`config.mk`:
```
export PLATFORM = sky130hd
export DESIGN_NAME = keypad_encoder
export DESIGN_NICKNAME = d
export VERILOG_FILES = /design/src/rtl/keypad_encoder.sv
export SDC_FILE = /design/constraint.sdc
export NUM_CORES = 1
export LEC_CHECK = 0
export CAP_MARGIN = 30
export CORE_UTILIZATION = 59
export CTS_CLUSTER_SIZE = 14
export DETAILED_ROUTE_END_ITERATION = 10
export HOLD_SLACK_MARGIN = 0.02
export PLACE_DENSITY = 0.79
export RECOVER_POWER = 25
export SETUP_SLACK_MARGIN = 0.1
export SLEW_MARGIN = 10
export SYNTH_ARGS = -nofsm -noshare
export SYNTH_HDL_FRONTEND = slang
export SYNTH_SLANG_ARGS = --single-unit
```
`constraint.sdc`:
```
create_clock -name clk -period 5.11 [get_ports clk]
set_clock_uncertainty 0.2 [all_clocks]
set_input_delay 0.511 -clock clk [delete_from_list [all_inputs] [get_ports clk]]
set_output_delay 0.511 -clock clk [all_outputs]
set_load 0.03 [all_outputs]
```
`src/rtl/keypad_encoder.sv`:
```
// 4x3 active-low keypad scanner/debouncer: one Code_1/Valid_1 strobe per debounced press.
// Latency: Valid_1 lands DEBOUNCE_CNT cycles after the detecting scan sample; no backpressure (strobe only).
module keypad_encoder #(
    parameter int SCAN_DIV     = 4,
    parameter int DEBOUNCE_CNT = 8
) (
    input  logic       clk,
    input  logic       reset_1,
    input  logic [2:0] col,
    output logic [3:0] row,
    output logic [3:0] Code_1,
    output logic       Valid_1,
    output logic       key_down
);

    localparam int DW = (SCAN_DIV > 1) ? $clog2(SCAN_DIV) : 1;
    localparam int CW = (DEBOUNCE_CNT > 1) ? $clog2(DEBOUNCE_CNT) : 1;
    localparam logic [DW-1:0] DWELL_LAST = DW'(SCAN_DIV - 1);
    localparam logic [CW-1:0] PRESS_LAST = CW'(DEBOUNCE_CNT - 2);
    localparam logic [CW-1:0] REL_LAST   = CW'(DEBOUNCE_CNT - 1);

    typedef enum logic [1:0] {
        S_SCAN     = 2'd0,
        S_DEBOUNCE = 2'd1,
        S_PRESS    = 2'd2,
        S_HOLD     = 2'd3
    } state_t;

    logic [2:0]    col_s1;
    logic [2:0]    col_s2;
    logic [2:0]    colp;
    logic          colp_valid;
    state_t        state;
    state_t        state_nxt;
    logic [1:0]    row_idx;
    logic [1:0]    row_idx_nxt;
    logic [DW-1:0] dwell;
    logic [DW-1:0] dwell_nxt;
    logic [CW-1:0] cnt;
    logic [CW-1:0] cnt_nxt;
    logic [2:0]    pat;
    logic [2:0]    pat_nxt;
    logic [3:0]    row_dec;
    logic [3:0]    code_dec;

    // Columns are asynchronous to clk; reset to all-ones so nothing looks pressed.
    always_ff @(posedge clk or negedge reset_1) begin
        if (!reset_1) begin
            col_s1 <= 3'b111;
            col_s2 <= 3'b111;
        end else begin
            col_s1 <= col;
            col_s2 <= col_s1;
        end
    end

    assign colp       = ~col_s2;
    assign colp_valid = (colp == 3'b001) || (colp == 3'b010) || (colp == 3'b100);

    always_ff @(posedge clk or negedge reset_1) begin
        if (!reset_1) begin
            state   <= S_SCAN;
            row_idx <= 2'd0;
            dwell   <= '0;
            cnt     <= '0;
            pat     <= 3'b000;
        end else begin
            state   <= state_nxt;
            row_idx <= row_idx_nxt;
            dwell   <= dwell_nxt;
            cnt     <= cnt_nxt;
            pat     <= pat_nxt;
        end
    end

    always_comb begin
        state_nxt   = state;
        row_idx_nxt = row_idx;
        dwell_nxt   = dwell;
        cnt_nxt     = cnt;
        pat_nxt     = pat;
        case (state)
            S_SCAN: begin
                if (dwell == DWELL_LAST) begin
                    dwell_nxt = '0;
                    if (colp_valid) begin
                        state_nxt = S_DEBOUNCE;
                        pat_nxt   = colp;
                        cnt_nxt   = '0;
                    end else begin
                        row_idx_nxt = row_idx + 2'd1;
                    end
                end else begin
                    dwell_nxt = dwell + DW'(1);
                end
            end
            S_DEBOUNCE: begin
                if (colp != pat) begin
                    // Glitch: drop it and carry on scanning from the following row.
                    state_nxt   = S_SCAN;
                    row_idx_nxt = row_idx + 2'd1;
                    dwell_nxt   = '0;
                    cnt_nxt     = '0;
                end else if (cnt == PRESS_LAST) begin
                    state_nxt = S_PRESS;
                    cnt_nxt   = '0;
                end else begin
                    cnt_nxt = cnt + CW'(1);
                end
            end
            S_PRESS: begin
                state_nxt = S_HOLD;
                cnt_nxt   = '0;
            end
            S_HOLD: begin
                if (colp != 3'b000) begin
                    cnt_nxt = '0;
                end else if (cnt == REL_LAST) begin
                    state_nxt   = S_SCAN;
                    row_idx_nxt = 2'd0;
                    dwell_nxt   = '0;
                    cnt_nxt     = '0;
                end else begin
                    cnt_nxt = cnt + CW'(1);
                end
            end
            default: begin
                state_nxt = S_SCAN;
            end
        endcase
    end

    // Layout: r0 = 1,2,3 / r1 = 4,5,6 / r2 = 7,8,9 / r3 = *,0,#.
    always_comb begin
        row_dec  = ~(4'b0001 << row_idx_nxt);
        code_dec = 4'b0000;
        case ({row_idx, pat})
            {2'd0, 3'b001}: code_dec = 4'd1;
            {2'd0, 3'b010}: code_dec = 4'd2;
            {2'd0, 3'b100}: code_dec = 4'd3;
            {2'd1, 3'b001}: code_dec = 4'd4;
            {2'd1, 3'b010}: code_dec = 4'd5;
            {2'd1, 3'b100}: code_dec = 4'd6;
            {2'd2, 3'b001}: code_dec = 4'd7;
            {2'd2, 3'b010}: code_dec = 4'd8;
            {2'd2, 3'b100}: code_dec = 4'd9;
            {2'd3, 3'b001}: code_dec = 4'd10;
            {2'd3, 3'b010}: code_dec = 4'd0;
            {2'd3, 3'b100}: code_dec = 4'd11;
            default:        code_dec = 4'd0;
        endcase
    end

    always_ff @(posedge clk or negedge reset_1) begin
        if (!reset_1) begin
            row      <= 4'b1110;
            Code_1   <= 4'b0000;
            Valid_1  <= 1'b0;
            key_down <= 1'b0;
        end else begin
            row      <= row_dec;
            Valid_1  <= (state_nxt == S_PRESS);
            key_down <= (state_nxt == S_PRESS) || (state_nxt == S_HOLD);
            if (state_nxt == S_PRESS) begin
                Code_1 <= code_dec;
            end
        end
    end

endmodule

```
# Word level (Yosys, flattened, before mapping)
# Memories as Yosys holds them, arrays and structs flattened. A register that Yosys moved wholly into a read port is not among the register bits.
# Index checks and enable logic that the tools add are counted.
# op_classes
n_reduce_logical	10
n_bitwise	2
muxes	25
eq_ne	17
add_sub_neg	3
shifts	1
# op_table
operator	n
two-way mux 2 bit	15
two-way mux 3 bit	6
case mux 2 bit (3 select lines)	2
case mux 3 bit (4 select lines)	1
== test 2 bit (second input constant)	5
!= test 2 bit (second input constant)	5
== test 3 bit (second input constant)	3
case mux 2 bit (4 select lines)	1
nonzero test 3 bit	2
adder 2 x 1 -> 2 bit (second input constant)	2
inverter 4 bit	1
AND reduction 4 bit	1
<< shifter 1 x 2 -> 4 bit (first input constant)	1
adder 3 x 1 -> 3 bit (second input constant)	1
== test 3 x 1 -> 1 bit (second input constant)	1
== test 3 x 2 -> 1 bit (second input constant)	1
logical OR 1 bit	3
!= test 3 bit	1
inverter 3 bit	1
AND reduction 3 bit	1
== test 2 x 1 -> 1 bit (second input constant)	1
logical NOT 2 bit	1
AND reduction 2 bit	1
logical NOT 1 bit	1
# totals
output_inout_bits	10
mem_bits_ro	128
wordCells	69
mem_count	1
input_bits	5
register_bits	24
# memory_table
name	words	width	read_ports	rd_clocked_by_memory_dff	write_ports	line_no	text
(no name shown)	32	4	1	1	0	137	case ({row_idx, pat})

# Logic depth before layout (Yosys ltp)
# depth
word_depth	9
ltp_mapped	7
depth_no_buf	7

# Worst setup path before layout
# Ideal clock, no wire load.
# synth_path
path_type	flip-flop to flip-flop
start	reg cnt[1]
end	reg row[0]
arrival_ns	1.671
slack_ns	3.115
setup_time_ns	0.124
required_ns	4.786
path_buffers	0
path_stages_with_launch	8
period_less_slack_ns	1.995
cell_sequence	dfrtp_1 ha_1 ha_1 nand4_1 a31oi_2 o211ai_2 o32a_1 or2_1
# synth_between
elab_chain_len	6
# synth_lines
item	line_no	text
from (decl)	39	logic [CW-1:0] cnt;
from (signal assigned)	71	cnt <= cnt_nxt;
== test 3 bit	118	end else if (cnt == REL_LAST) begin
two-way mux 2 bit	118	
two-way mux 2 bit	116	if (colp != 3'b000) begin
case mux 2 bit (3 select lines)	82	case (state)
net row_idx_nxt[1]	36	logic [1:0] row_idx_nxt;
<< shifter 1 x 2 -> 4 bit	135	row_dec = ~(4'b0001 << row_idx_nxt);
inverter 4 bit	135	
net row_dec[0]	43	logic [3:0] row_dec;
to (signal assigned)	161	row <= row_dec;
to (decl)	10	output logic [3:0] row,
# The timed path passes the listed nets, and every way through them passes these cells.
# A chain may end at the register's enable or synchronous reset.

# Final worst setup path
# layout_path
start	reg row[3]
end	out row[3]
# No word-level cell between the ends.

==> summary.md <==
| Metric | Value |
|---|---|
| DRC | 0 |
| Final worst slack | 2.86 ns |
| Number of flops mapped to enable cells by yosys | 0 |
| Clock sinks | 28 |
| Final period utilization | 0.441 |
| Worst slew pin tran | 1.41 ns |
| Yosys top cell area share | 0.339 |
| Area contributors post-synth | dfrtp_1, dfstp_2, ha_1 |
| GPL Wtd Cong | 0.843 |
| Starting Density | 0.629 |
| Clk_lat worst skew | 0.32 ns |
| Count of state elements after synthesis | 28 |
| Crit start category | flip-flop |
| DP Worst Slack | 2.99 ns |
| Clock Tree Buf Depth | 2 |
| IO Port Bufs | 14 |
| Share of flip-flops with an asynchronous set or reset | 1.00 |
| Critical path data required time | 4.40 ns |
| Final setup fails | 0 |
| Antenna violations before repair | 0 |
| Max Freq | 0.444 GHz |
| Max Slew Vio Count | 0 |
| Commonest cells post-synth | dfrtp_1, nand2_1, dfstp_2 |
| Final Hold Viols | 0 |
| Area fraction in compound gates after synthesis | 0.183 |
| Gr usage total | 0.264 |
| Syn Inst Count | 134 |
| Synth Area per Inst | 10.5 µm² |
| Cell with the most instances after synthesis | dfrtp_1 |
| Initial drt markers | 39 |
| Syn_nets | 146 |
| Die Ht | 50.8 µm |
| Post-DP HPWL | 2070 µm |
| CTS root buffer | clkbuf_4 |
| CP max stage cell | clkdlybuf4s50_1 |
| P&R area growth vs syn | 14.9% |
| Placed cell area | 0.00157 mm² |
| Layout fillers | 168 |
| Via count of the routed design | 1103 |
| Setup bufs post-CTS | 0 |
| TritonCTS clock tree | done |
| Register area | 712 µm² |
| Status | finished clean |
| Adder-Cell Fraction of Synth Area | 0.0624 |
| Final net count | 162 |
| Grt ovf | 0 |
| DRT antenna net count | 0 |
| DRT Pass-1 Iters | 5 |
| Distinct cell type count after synthesis | 41 |
| Row count | 17 |
| Post-synthesis xor/xnor area fraction | 0.0250 |
| Crit. End Element | output port |
| Leak | 0.692 nW |
| Power Density | 477 mW/mm² |
| Worst path max stage delay | 0.67 ns |
| Slew HR | 0.0574 |
| Cts repair resizes | 0 |
| Layout cell share with drive strength beyond 1 | 0.121 |
| Crit path DAT | 1.54 ns |
| Ys Warns | 0 |
| Largest net degree at the start of global routing | 29 |
| Setup TNS Final | 0 ns |
| Global-route wire length before repair | 4990 µm |
| Post-Synth Simple-Gate Area | 0.153 |
| Htree depth | 1 |
| Ant diodes | 0 |
| Total routed wirelength | 2880 µm |
| CP bufs+invs | 1 |
| Core area | 0.00223 mm² |
| Critical path type | flip-flop to output port |
| Maximum vdd drop | 0.000358 V |
| Wirelength per Cell | 16.2 µm |
| Die ar. | 0.00258 mm² |
| MaxCap Viol Count | 0 |
| Hold buffer count at CTS | 0 |
| Number of global-route vias before repair | 1165 |
| CTS Buf Count | 3 |
| Yosys top cell by area | dfrtp_1 |
| Cell area after synthesis | 0.00140 mm² |
| Sequential area share after synthesis | 0.507 |
| Minimum clock period | 2.25 ns |
| Via density | 6.23 |
| CP top delay family | buffers and inverters |
| Multi-input logic area | 648 µm² |
| Number of top-level pins | 15 |
| Largest family of logic cells by synthesized area | compound AO/OA/AOI/OAI gates |
| Post-synthesis mux area share | 0.0383 |
| Chip width | 50.8 µm |
| RSZ-0062 raised after global routing | no |
| Reg clk slew, reported paths | 0.15 ns |
| Crit-path cells | clkdlybuf4s50_1 |
| Post-synth top flop | dfrtp_1 |
| Design area | 0.00161 mm² |
| Worst min path class | flip-flop to flip-flop |
| Critical Path Fanout Max | 1 |
==> metal layers <==
metal	GRT usage	routed length, µm	part of all wire
met1	0.326	1200	0.42
met2	0.438	1430	0.50
met3	0.0455	131	0.046
met4	0.144	117	0.041
met5	0	0	0
==> through the flow <==
step | hold WS [ns] | cells | util | power (mW)
final | 0.167 | 177 | 0.722 | 0.769
after global placement | 0.147 | 173 | 0.703 | 0.618
after CTS | 0.168 | 177 | 0.724 | 0.769
after detailed placement | 0.148 | 173 | 0.703 | 0.642
after floorplan | 0.0154 | 134 | - | 0.550
after global routing | 0.174 | 177 | 0.722 | 0.819
==> where the power goes <==
group | switching, mW | internal (mW)
combinational | 0.179 | 0.125
clock | 0.0657 | 0.0598
sequential | 0.0613 | 0.278
==> placed cells by master, fill, tap and decap left out, drive strengths merged, types with 2 or more instances in the layout <==
cell | netlist | final
clkbuf | 2 | 5
inv | 7 | 7
nor3 | 2 | 2
nand3 | 5 | 5
a31oi | 2 | 2
clkdlybuf4s50 | 0 | 10
o2bb2ai | 2 | 2
mux2 | 3 | 3
o21ai | 9 | 9
dfstp | 9 | 9
nand2 | 16 | 16
o21a | 2 | 2
dlygate4sd3 | 0 | 4
nor3b | 2 | 2
a21oi | 4 | 4
nor2 | 5 | 5
o211ai | 4 | 4
ha | 7 | 7
o22ai | 4 | 4
nor2b | 2 | 2
mux2i | 2 | 2
dfrtp | 19 | 19
nand4 | 3 | 3
nand2b | 3 | 3
o2111ai | 2 | 2
and2 | 2 | 2
xor2 | 3 | 3
==> registers in the layout, indices dropped and copies added (netlist names) <==
name,cells
row_idx,2
col_s2,3
col_s1,3
Code_1,4
row,4
cnt,3
dwell,2
Valid_1,1
pat,3
key_down,1
state,2
==> cells by family (layout without fill, tap and decap cells) <==
group / after synthesis / in the layout
adder cells (fa/ha/maj): 7 / 7
buffers and inverters: 11 / 26
multiplexers: 5 / 5
AO/OA/AOI/OAI: 36 / 36
AND/OR/NAND/NOR: 43 / 43
XOR/XNOR: 4 / 4
flip-flops: 28 / 28
==> final timing paths <==
check	startpoint	to	slack (ns)	cells past startpoint
max in group asynchronous	reset_1	row[0]	3.08	2
worst max-delay path	row[3]	row[3]	2.86	1
worst min-delay path	col_s1[2]	col_s2[2]	0.17	0
worst max register to register	col_s2[0]	row[0]	2.89	5
worst min register to register	col_s1[2]	col_s2[2]	0.17	0
min in group asynchronous	reset_1	Code_1[3]	0.82	2
==> final cells by class <==
cell class | instances | area share
flip-flops and latches | 28 | 0.441
inverters | 7 | 0.0163
multi-input cells | 95 | 0.402
well taps | 28 | 0.0217
clock buffers | 4 | 0.0295
repair buffers | 15 | 0.0892
(Power assumes the default switching activity.)
